[src/rtl/sync_reference_recovery.sv]
// sync_reference_recovery: measures the period of an external sync pulse
// train, qualifies lock, and regenerates in-phase / quadrature square
// references (14-bit two's complement) locked to that sync.
// Optional macro SYNC_REF_AVERAGE_EN: while locked, the period estimate
// is a running 4-entry average instead of the latest measurement.
module sync_reference_recovery #(
    parameter int CNT_W      = 24,
    parameter int MIN_PERIOD = 8,
    parameter int MAX_PERIOD = 2**24 - 2,
    parameter int TOL        = 2,
    parameter int LOCK_COUNT = 4,
    parameter int REF_AMP    = 8191
) (
    input  logic             dac_clk_i,
    input  logic             dac_rst_i,
    input  logic             sync_i,
    output logic [13:0]      ref_i_o,
    output logic [13:0]      ref_q_o,
    output logic [CNT_W-1:0] period_o,
    output logic             locked_o
);

    typedef enum logic [1:0] {
        ST_IDLE    = 2'd0,
        ST_MEASURE = 2'd1,
        ST_TRACK   = 2'd2,
        ST_LOCKED  = 2'd3
    } state_t;

    localparam int MW = $clog2(LOCK_COUNT + 1);
    localparam logic [13:0]      REF_POS = REF_AMP[13:0];
    localparam logic [13:0]      REF_NEG = ~REF_POS + 14'd1;
    localparam logic [CNT_W:0]   MIN_P   = (CNT_W+1)'(MIN_PERIOD);
    localparam logic [CNT_W:0]   MAX_P   = (CNT_W+1)'(MAX_PERIOD);
    localparam logic [CNT_W:0]   TOL_P   = (CNT_W+1)'(TOL);
    localparam logic [MW-1:0]    LOCK_N  = MW'(LOCK_COUNT);
    localparam logic [CNT_W-1:0] CNT_MAX = {CNT_W{1'b1}};

    state_t           state_q, state_d;
    logic             sync_q;
    logic [CNT_W-1:0] cnt_q, cnt_d;
    logic [CNT_W-1:0] period_q, period_d;
    logic [MW-1:0]    match_q, match_d;
    logic             locked_q;
    logic [13:0]      ref_i_q, ref_i_d, ref_q_q, ref_q_d;

    logic             edge_s, in_range_s, match_hit_s, timeout_s;
    logic [CNT_W:0]   meas_s, per_ext_s, diff_s;
    logic [CNT_W-1:0] half_s, qtr_s, three_qtr_s, avg_s;
    logic             hist_fill_s, hist_shift_s;

    // Period measurement arithmetic, kept one bit wider so meas never wraps
    always_comb begin
        edge_s      = sync_i & ~sync_q;
        meas_s      = {1'b0, cnt_q} + {{CNT_W{1'b0}}, 1'b1};
        per_ext_s   = {1'b0, period_q};
        in_range_s  = (meas_s >= MIN_P) && (meas_s <= MAX_P);
        if (meas_s >= per_ext_s) begin
            diff_s = meas_s - per_ext_s;
        end else begin
            diff_s = per_ext_s - meas_s;
        end
        match_hit_s = (diff_s <= TOL_P);
        timeout_s   = ({1'b0, cnt_q} > {period_q, 1'b0});
        if (edge_s) begin
            cnt_d = {CNT_W{1'b0}};
        end else if (cnt_q == CNT_MAX) begin
            cnt_d = cnt_q;
        end else begin
            cnt_d = cnt_q + {{(CNT_W-1){1'b0}}, 1'b1};
        end
    end

`ifdef SYNC_REF_AVERAGE_EN
    // History holds the three entries that survive alongside the newest one
    logic [CNT_W-1:0] hist_q [3];
    logic [CNT_W+1:0] sum_s;

    // Running average of the new measurement and the three previous entries
    always_comb begin
        sum_s = {1'b0, meas_s} + {2'b00, hist_q[0]} + {2'b00, hist_q[1]}
              + {2'b00, hist_q[2]};
        avg_s = sum_s[CNT_W+1:2];
    end

    // History shift register: preload on lock entry, shift on matching edges
    always_ff @(posedge dac_clk_i) begin
        if (dac_rst_i) begin
            for (int i = 0; i < 3; i++) hist_q[i] <= {CNT_W{1'b0}};
        end else if (hist_fill_s) begin
            for (int i = 0; i < 3; i++) hist_q[i] <= period_q;
        end else if (hist_shift_s) begin
            hist_q[0] <= meas_s[CNT_W-1:0];
            hist_q[1] <= hist_q[0];
            hist_q[2] <= hist_q[1];
        end else begin
            for (int i = 0; i < 3; i++) hist_q[i] <= hist_q[i];
        end
    end
`else
    // Without averaging the locked estimate simply follows each measurement
    always_comb begin
        avg_s = meas_s[CNT_W-1:0];
    end
`endif

    // Lock FSM next-state and period/match bookkeeping; an edge beats timeout
    always_comb begin
        state_d      = state_q;
        period_d     = period_q;
        match_d      = match_q;
        hist_fill_s  = 1'b0;
        hist_shift_s = 1'b0;
        case (state_q)
            ST_IDLE: begin
                if (edge_s) begin
                    state_d = ST_MEASURE;
                end else begin
                    state_d = ST_IDLE;
                end
            end
            ST_MEASURE: begin
                if (edge_s && in_range_s) begin
                    period_d = meas_s[CNT_W-1:0];
                    match_d  = {MW{1'b0}};
                    state_d  = ST_TRACK;
                end else begin
                    state_d = ST_MEASURE;
                end
            end
            ST_TRACK: begin
                if (edge_s) begin
                    if (match_hit_s) begin
                        match_d = match_q + {{(MW-1){1'b0}}, 1'b1};
                        if (match_d == LOCK_N) begin
                            state_d     = ST_LOCKED;
                            hist_fill_s = 1'b1;
                        end else begin
                            state_d = ST_TRACK;
                        end
                    end else if (in_range_s) begin
                        period_d = meas_s[CNT_W-1:0];
                        match_d  = {MW{1'b0}};
                    end else begin
                        state_d = ST_MEASURE;
                    end
                end else if (timeout_s) begin
                    state_d = ST_IDLE;
                end else begin
                    state_d = ST_TRACK;
                end
            end
            ST_LOCKED: begin
                if (edge_s) begin
                    if (match_hit_s) begin
                        period_d     = avg_s;
                        hist_shift_s = 1'b1;
                    end else if (in_range_s) begin
                        period_d = meas_s[CNT_W-1:0];
                        match_d  = {MW{1'b0}};
                        state_d  = ST_TRACK;
                    end else begin
                        state_d = ST_MEASURE;
                    end
                end else if (timeout_s) begin
                    state_d = ST_IDLE;
                end else begin
                    state_d = ST_LOCKED;
                end
            end
            default: begin
                state_d = ST_IDLE;
            end
        endcase
    end

    // Square references derived from the phase counter while locked
    always_comb begin
        half_s      = period_q >> 1;
        qtr_s       = period_q >> 2;
        three_qtr_s = qtr_s + (qtr_s << 1);
        if (state_q == ST_LOCKED) begin
            ref_i_d = (cnt_q < half_s) ? REF_POS : REF_NEG;
            ref_q_d = ((cnt_q >= qtr_s) && (cnt_q < three_qtr_s)) ? REF_POS : REF_NEG;
        end else begin
            ref_i_d = 14'd0;
            ref_q_d = 14'd0;
        end
    end

    // State, counter and registered outputs
    always_ff @(posedge dac_clk_i) begin
        if (dac_rst_i) begin
            state_q  <= ST_IDLE;
            sync_q   <= 1'b0;
            cnt_q    <= {CNT_W{1'b0}};
            period_q <= {CNT_W{1'b0}};
            match_q  <= {MW{1'b0}};
            locked_q <= 1'b0;
            ref_i_q  <= 14'd0;
            ref_q_q  <= 14'd0;
        end else begin
            state_q  <= state_d;
            sync_q   <= sync_i;
            cnt_q    <= cnt_d;
            period_q <= period_d;
            match_q  <= match_d;
            locked_q <= (state_d == ST_LOCKED);
            ref_i_q  <= ref_i_d;
            ref_q_q  <= ref_q_d;
        end
    end

    assign ref_i_o  = ref_i_q;
    assign ref_q_o  = ref_q_q;
    assign period_o = period_q;
    assign locked_o = locked_q;

endmodule

[config.mk]
export PLATFORM = sky130hd
export DESIGN_NAME = sync_reference_recovery
export DESIGN_NICKNAME = d
export VERILOG_FILES = /design/src/rtl/sync_reference_recovery.sv
export SDC_FILE = /design/constraint.sdc
export NUM_CORES = 1
export LEC_CHECK = 0
export CAP_MARGIN = 20
export CORE_AREA = 3 3 236 180
export DETAILED_ROUTE_END_ITERATION = 16
export DIE_AREA = 0 0 239 183
export GPL_TIMING_DRIVEN = 0
export MAX_ROUTING_LAYER = met4
export SLEW_MARGIN = 20
export SYNTH_ARGS = -nofsm -noshare
export SYNTH_HDL_FRONTEND = slang
export SYNTH_SLANG_ARGS = --single-unit
export TNS_END_PERCENT = 100
[constraint.sdc]
create_clock -name dac_clk_i -period 6.75 [get_ports dac_clk_i]
set_clock_uncertainty 0.2 [all_clocks]
set_input_delay 1.35 -clock dac_clk_i [delete_from_list [all_inputs] [get_ports dac_clk_i]]
set_output_delay 1.35 -clock dac_clk_i [all_outputs]
set_load 0.01 [all_outputs]
==> results of run 1 <==
## power breakdown
group / switching (mW) / total [mW] / internal, mW
sequential: 0.00533 / 0.363 / 0.357
clock: 0.170 / 0.522 / 0.352
combinational: 0.116 / 0.191 / 0.0758
total: 0.291 / 1.08 / 0.785
## layer usage
| layer | wire [µm] | vias to the layer above | GRT usage |
|---|---|---|---|
| met2 | 12910 | 335 | 0.2070 |
| met4 | 739 | 0 | 0.04133 |
| met5 | 0 | - | - |
| li1 | - | 4495 | - |
| met1 | 16100 | 4462 | 0.2201 |
| met3 | 2117 | 40 | 0.01894 |
## cell usage in the layout, fill, tap and decap left out, types with 10 or more instances in the layout
cell             count
buf_4               30
buf_2               10
ha_1               164
a31oi_1             12
o31ai_1             11
nand4_1             33
dfxtp_1             58
a21o_1              45
xor2_1              19
o21bai_1            13
nor2b_1             26
inv_1               77
nand2_1             77
o21a_1              23
a211oi_1            12
nor2_1              67
clkbuf_1            18
nand3_1             28
xnor2_1             38
o21ai_0             55
a21oi_1            119
mux2i_1             16
and3_1              15
clkdlybuf4s50_1     54
nand2b_1            23
nor3_1              24
## metrics by stage
stage / setup TNS, ns / setup WS, ns / hold slack (ns)
finish: 0 / 0.2325 / 0.3400
floorplan: 0 / 1.347 / 0.3130
detailed placement: -0.5715 / -0.09781 / 0.3736
CTS: 0 / 0.05463 / 0.3911
global placement: -0.2406 / -0.04193 / 0.3657
global route: 0 / 0.008708 / 0.3757
## flip-flops by register name, indices dropped and copies added (netlist names)
| register | cells |
|---|---|
| cnt_q | 24 |
| locked_o | 1 |
| match_q | 3 |
| period_o | 24 |
| ref_i_o | 3 |
| ref_q_o | 2 |
| state_q | 2 |
| sync_q | 1 |
## synthesized netlist by cell type (5+ instances only)
library cell  instances
xnor2_1              39
a21o_1               45
a211oi_1             12
nor2_1               67
and3_1               15
clkbuf_1             18
o211ai_1              9
a221o_1               6
mux2_4                6
inv_1                77
nor3_1               24
nand2_1              77
nor2b_1              26
and2_1                9
buf_2                10
buf_4                30
nand4_1              33
or2_2                 6
o31ai_1              11
mux2i_1              16
a21boi_0              5
o21a_1               23
nand3_1              28
ha_1                164
nand2b_1             23
a31oi_1              12
dfxtp_1              60
nor4_1               12
and4_1                7
o21ai_0              55
or4_1                 8
o21bai_1             13
a21oi_1             119
xor2_1               19
## how the worst max path moves through the flow
stage | startpoint | to | slack [ns] | cells after the start
after global placement | cnt_q[1] | period_o[3] | -0.04 | 22
after floorplan | cnt_q[1] | period_o[11] | 1.35 | 22
final | cnt_q[1] | period_o[5] | 0.23 | 23
after detailed placement | cnt_q[1] | period_o[5] | -0.1 | 22
after global routing | cnt_q[1] | period_o[7] | 0.009 | 23
after CTS | cnt_q[1] | period_o[5] | 0.05 | 23
## layout make-up
type / count / area [µm²] / area share
Timing Repair Buffer: 54 / 540.5 / 0.04981
Tap cell: 528 / 660.6 / 0.06088
Buffer: 64 / 407.9 / 0.03759
Inverter: 78 / 292.8 / 0.02698
Multi-Input combinational cell: 981 / 7410 / 0.6828
Sequential cell: 60 / 1204 / 0.1109
Clock buffer: 12 / 266.5 / 0.02456
Clock inverter: 4 / 70.07 / 0.006457
## repair_timing
action	CTS	global route
hold buffers	0	0
pin swaps	0	1
gates resized for setup	2	7
endpoints found under the setup margin	13	26
## kinds of logic after synthesis
group / synth area share
AO/OA/AOI/OAI: 0.2718
XOR/XNOR: 0.05483
adder cells (fa/ha/maj): 0.2280
buffers and inverters: 0.07562
flip-flops: 0.1296
multiplexers: 0.03065
AND/OR/NAND/NOR: 0.2095
## tightest hold or removal path, delay by kind of cell, from the launching register on
kind / cells / cell delay [ns]
DFF: 1 / 0.37
and+or+nand+nor: 1 / 0.07
AOI/OAI and AO/OA: 1 / 0.05
==> qor.csv, run 1 <==
metric,value,unit
GRT Total Usage,0.1480,
hold endpoint,cnt_q[0],
Leak Pwr,4.835,nW
Post-synth top flop,dfxtp_1,
Crit Path Class,reg -> reg,
Worst Path Required,6.77,ns
hold path depth,2,
final cell count without fillers,1781,
Ys Warns,0,
worst slew margin relative to its limit,0.4063,
post-synth net total,1353,
clock slew at reported path FFs,0.05,ns
Bufs and invs on worst path,6,
R2R depth,23,
antenna violations before repair,0,
# nets final,1418,
Post-synth ARST share,0,
r2r startpoint,cnt_q[1],
aggregate routed wire length,31870,µm
Via density,5.240,
highest clock rate,153.4,MHz
Antenna Nets Post-Route,0,
post-route clock period utilization,0.9656,
setup violators final,0,
"EDFF count, synth",0,
overall power,1.076,mW
synthesis-stage register bit count,60,
CTS root buf,clkbuf_16,
initial core utilization,0.2287,
worst hold-check path type,reg -> reg,
post-synthesis sequential area ratio,0.1296,
core area,40520,µm²
final core occ,0.2678,
most frequent cell on the critical path,buf_4,
Max Root-Sink Buffers,2,
clock sinks,60,
dpl cells,1765,
Synth cell types,90,
IO Count,56,
final-report max-slew violation count,0,
"Critical Path, Cell by Cell",ha_1 > and3_1 > buf_2 > nand2_1 > nor3_1 > xnor2_1 > inv_1 > ha_1 > buf_4 > a21oi_1 > o21a_1 > o21ai_0 > a211o_4 > nor3_4 > buf_4 > o21ai_0 > a2111oi_2 > and4_1 > buf_4 > a31oi_2 > a22oi_4 > buf_8 > mux2_4,
DR pass1 iterations,5,
Detailed Route Iter0 Violations,823,
via count,9332,
Syn Area/Cell,7.832,µm²
clk_lat worst skew,0.34,ns
Least-Margin Pin Slew,0.8681,ns
CP max stage delay,0.49,ns
PwrDens,99.15,nW/µm²
Final Hold Fails,0,
H-tree depth,3,
RePlAce Congestion,0.8882,
placed inst area,10470,µm²
vias in the first global route,8858,
num rows,64,
CTS tree,built,
Routed wire per std cell,17.89,µm
Max Cap Violations,0,
top cell type's share of synthesized area,0.2215,
min-delay src,cnt_q[0],
Post CTS Setup Buffer Count,0,
Syn Inst Count,1183,
outcome,completed,
Area Growth Syn to Fin,17.12,%
Synth area leaders,"ha_1 22%, dfxtp_1 13%, a21oi_1 6.4%, xnor2_1 3.7%, a21o_1 3.6%",
Crit path arrival time,6.54,ns
antenna diode count,0,
"area leader, netlist",ha_1,
CP Capture Type,flip-flop,
total CTS buffers,9,
DRC violations left,0,
die area,43740,µm²
largest net degree at the start of global routing,13,
Crit-path slowest cell,a2111oi_2,
layout cells sized above 1,0.08859,
FILL cells,4411,
unrepaired setup endpoints after global routing,no,
first-pass GRT wire length,50060,µm
HPWL after detailed placement,26480,µm
FF-to-FF End,period_o[5],
die width,239,µm
crit path launch type,flip-flop,
total grt overflow,0,
fin area,10850,µm²
Post-Syn Area,9265,µm²
Worst VDD drop,0.00009949,V
die extent in y,183,µm
Tmin final,6.517,ns
port bufs,54,
r2r setup slk,0.23,ns
CP Max Fanout,10,
Crit path max-delay family,compound AO/OA/AOI/OAI gates,
Power figures use the tool's default switching activity.
==> inputs of run 2 (changes only) <==
- CORE_AREA: 3 3 236 180 -> 3 3 211 161
- DIE_AREA: 0 0 239 183 -> 0 0 214 164
==> run 2 against run 1 <==
Against the previous run: sequential share of layout area rose by 0.16 points; critical path depth is the same; clock power fell by 12%; core utilization grew 6.5 points; via count down 0.95%; worst setup slack better by 0.053 ns; cell area down 1.5%.
==> qor.csv, run 2 (synthesis gave the netlist of run 1 again) <==
metric,value,unit
# nets final,1418,
Internal,0.7178,mW
core area,32160,µm²
sw frac,0.2910,
antenna violations before repair,0,
PwrDens,94.68,nW/µm²
via count,9243,
overall power,1.012,mW
Setup WS post-layout,0.2856,ns
Crit Path Class,reg -> reg,
DRC violations left,0,
CTS resizes,2,
Crit path arrival time,6.48,ns
CP Capture Type,flip-flop,
combinational share of power,0.188,
Worst VDD drop,0.0001174,V
DR pass1 iterations,6,
HPWL after detailed placement,26060,µm
unrepaired setup endpoints after global routing,no,
largest net degree at the start of global routing,13,
"most common cell after layout, fill and taps aside",ha_1,
clk_lat worst skew,0.33,ns
crit path launch type,flip-flop,
Tmin final,6.464,ns
layout cells sized above 1,0.08779,
vias in the first global route,8821,
port bufs,54,
Final Hold Fails,0,
die area,35100,µm²
CTS tree,built,
Max Root-Sink Buffers,2,
H-tree depth,3,
total CTS buffers,9,
hold path depth,2,
outcome,completed,
pre-CTS setup slack,-0.1398,ns
IO Count,56,
Via density,5.453,
Detailed Route Iter0 Violations,657,
CP Max Fanout,10,
clock sinks,60,
worst hold-check path type,reg -> reg,
Seq pwr share,0.358,
antenna diode count,0,
Routed wire per std cell,18.47,µm
RePlAce Congestion,0.9382,
highest clock rate,154.7,MHz
die width,214,µm
Area Growth Syn to Fin,15.41,%
Hold Slack,0.3476,ns
first-pass GRT wire length,49580,µm
Leak Pwr,4.796,nW
Antenna Nets Post-Route,0,
hold_buf cts,0,
Max Cap Violations,0,
Post CTS Setup Buffer Count,0,
post-route clock period utilization,0.9577,
die extent in y,164,µm
power share of the clock group,0.454,
placed inst area,10360,µm²
Sw Pwr,0.2947,mW
initial core utilization,0.2881,
GRT Total Usage,0.1818,
Worst Path Required,6.76,ns
CTS root buf,clkbuf_16,
R2R depth,23,
num rows,57,
setup violators final,0,
most frequent cells in the layout,"164 x ha_1, 119 x a21oi_1, 77 x inv_1, 77 x nand2_1, 67 x nor2_1",
final-report max-slew violation count,0,
clock slew at reported path FFs,0.06,ns
aggregate routed wire length,31310,µm
fin area,10690,µm²
total grt overflow,0,
worst slew margin relative to its limit,0.3322,
Least-Margin Pin Slew,0.9764,ns
-- run 2: cell types whose count changed in the layout (fill, tap and decap cells not counted), sizes merged --
| cell | delta |
|---|---|
| clkinvlp | +4 |
| clkbuf | -2 |
| bufinv | -1 |
| clkinv | -1 |
-- run 2: routing by layer --
layer  vias up  wire length [µm]  track usage
li1       4489                 -            -
met1      4374             15460       0.2617
met2       327             12710       0.2631
met3        53              2441      0.03163
met4         0               687      0.04320
met5         -                 0            -
-- run 2: power by group through the flow --
stage	clock network, mW	registers, mW	logic, mW
finish	0.460	0.363	0.190
global route	0.481	0.363	0.206
CTS	0.463	0.362	0.186
detailed placement	0	0.370	0.184
global placement	0	0.370	0.184
floorplan	0	0.368	0.135
-- run 2: area by class of cell --
| class | count | area, µm² |
|---|---|---|
| sequential | 60 | 1204 |
| clock inverter | 6 | 65.06 |
| tap | 442 | 553.0 |
| clock buffer | 10 | 229.0 |
| fill | 3429 | 21470 |
| inverter | 78 | 292.8 |
| multi-input combinational | 981 | 7401 |
| buffer | 64 | 407.9 |
| timing repair buffer | 54 | 540.5 |
-- run 2: metrics by stage --
stage | cells | util | setup TNS [ns]
2_1_floorplan | 1183 | - | 0
6_report | 1695 | 0.3324 | 0
4_1_cts | 1695 | 0.3316 | 0
3_3_place_gp | 1679 | 0.3221 | -0.1743
5_1_grt | 1695 | 0.3324 | 0
3_5_place_dp | 1679 | 0.3221 | -0.8503
-- run 2: final timing paths --
check | from | end | slack (ns)
min | cnt_q[0] | cnt_q[0] | 0.35
max reg2reg | cnt_q[1] | period_o[13] | 0.29
max | cnt_q[1] | period_o[13] | 0.29
min reg2reg | cnt_q[0] | cnt_q[0] | 0.35
-- run 2: worst max-delay path, cell delays in order (launching register included) --
cell,delay (ns)
dfxtp_2,0.44
ha_1,0.31
and3_1,0.17
buf_2,0.20
nand2_1,0.13
nor3_1,0.28
xnor2_1,0.31
inv_1,0.15
ha_1,0.31
buf_4,0.17
a21oi_1,0.22
o21a_1,0.21
o21ai_0,0.14
a211o_4,0.39
nor3_4,0.39
buf_4,0.27
o21ai_0,0.19
a2111oi_2,0.46
and4_1,0.25
buf_4,0.16
a31oi_2,0.13
a22oi_4,0.31
buf_8,0.21
mux2_4,0.31
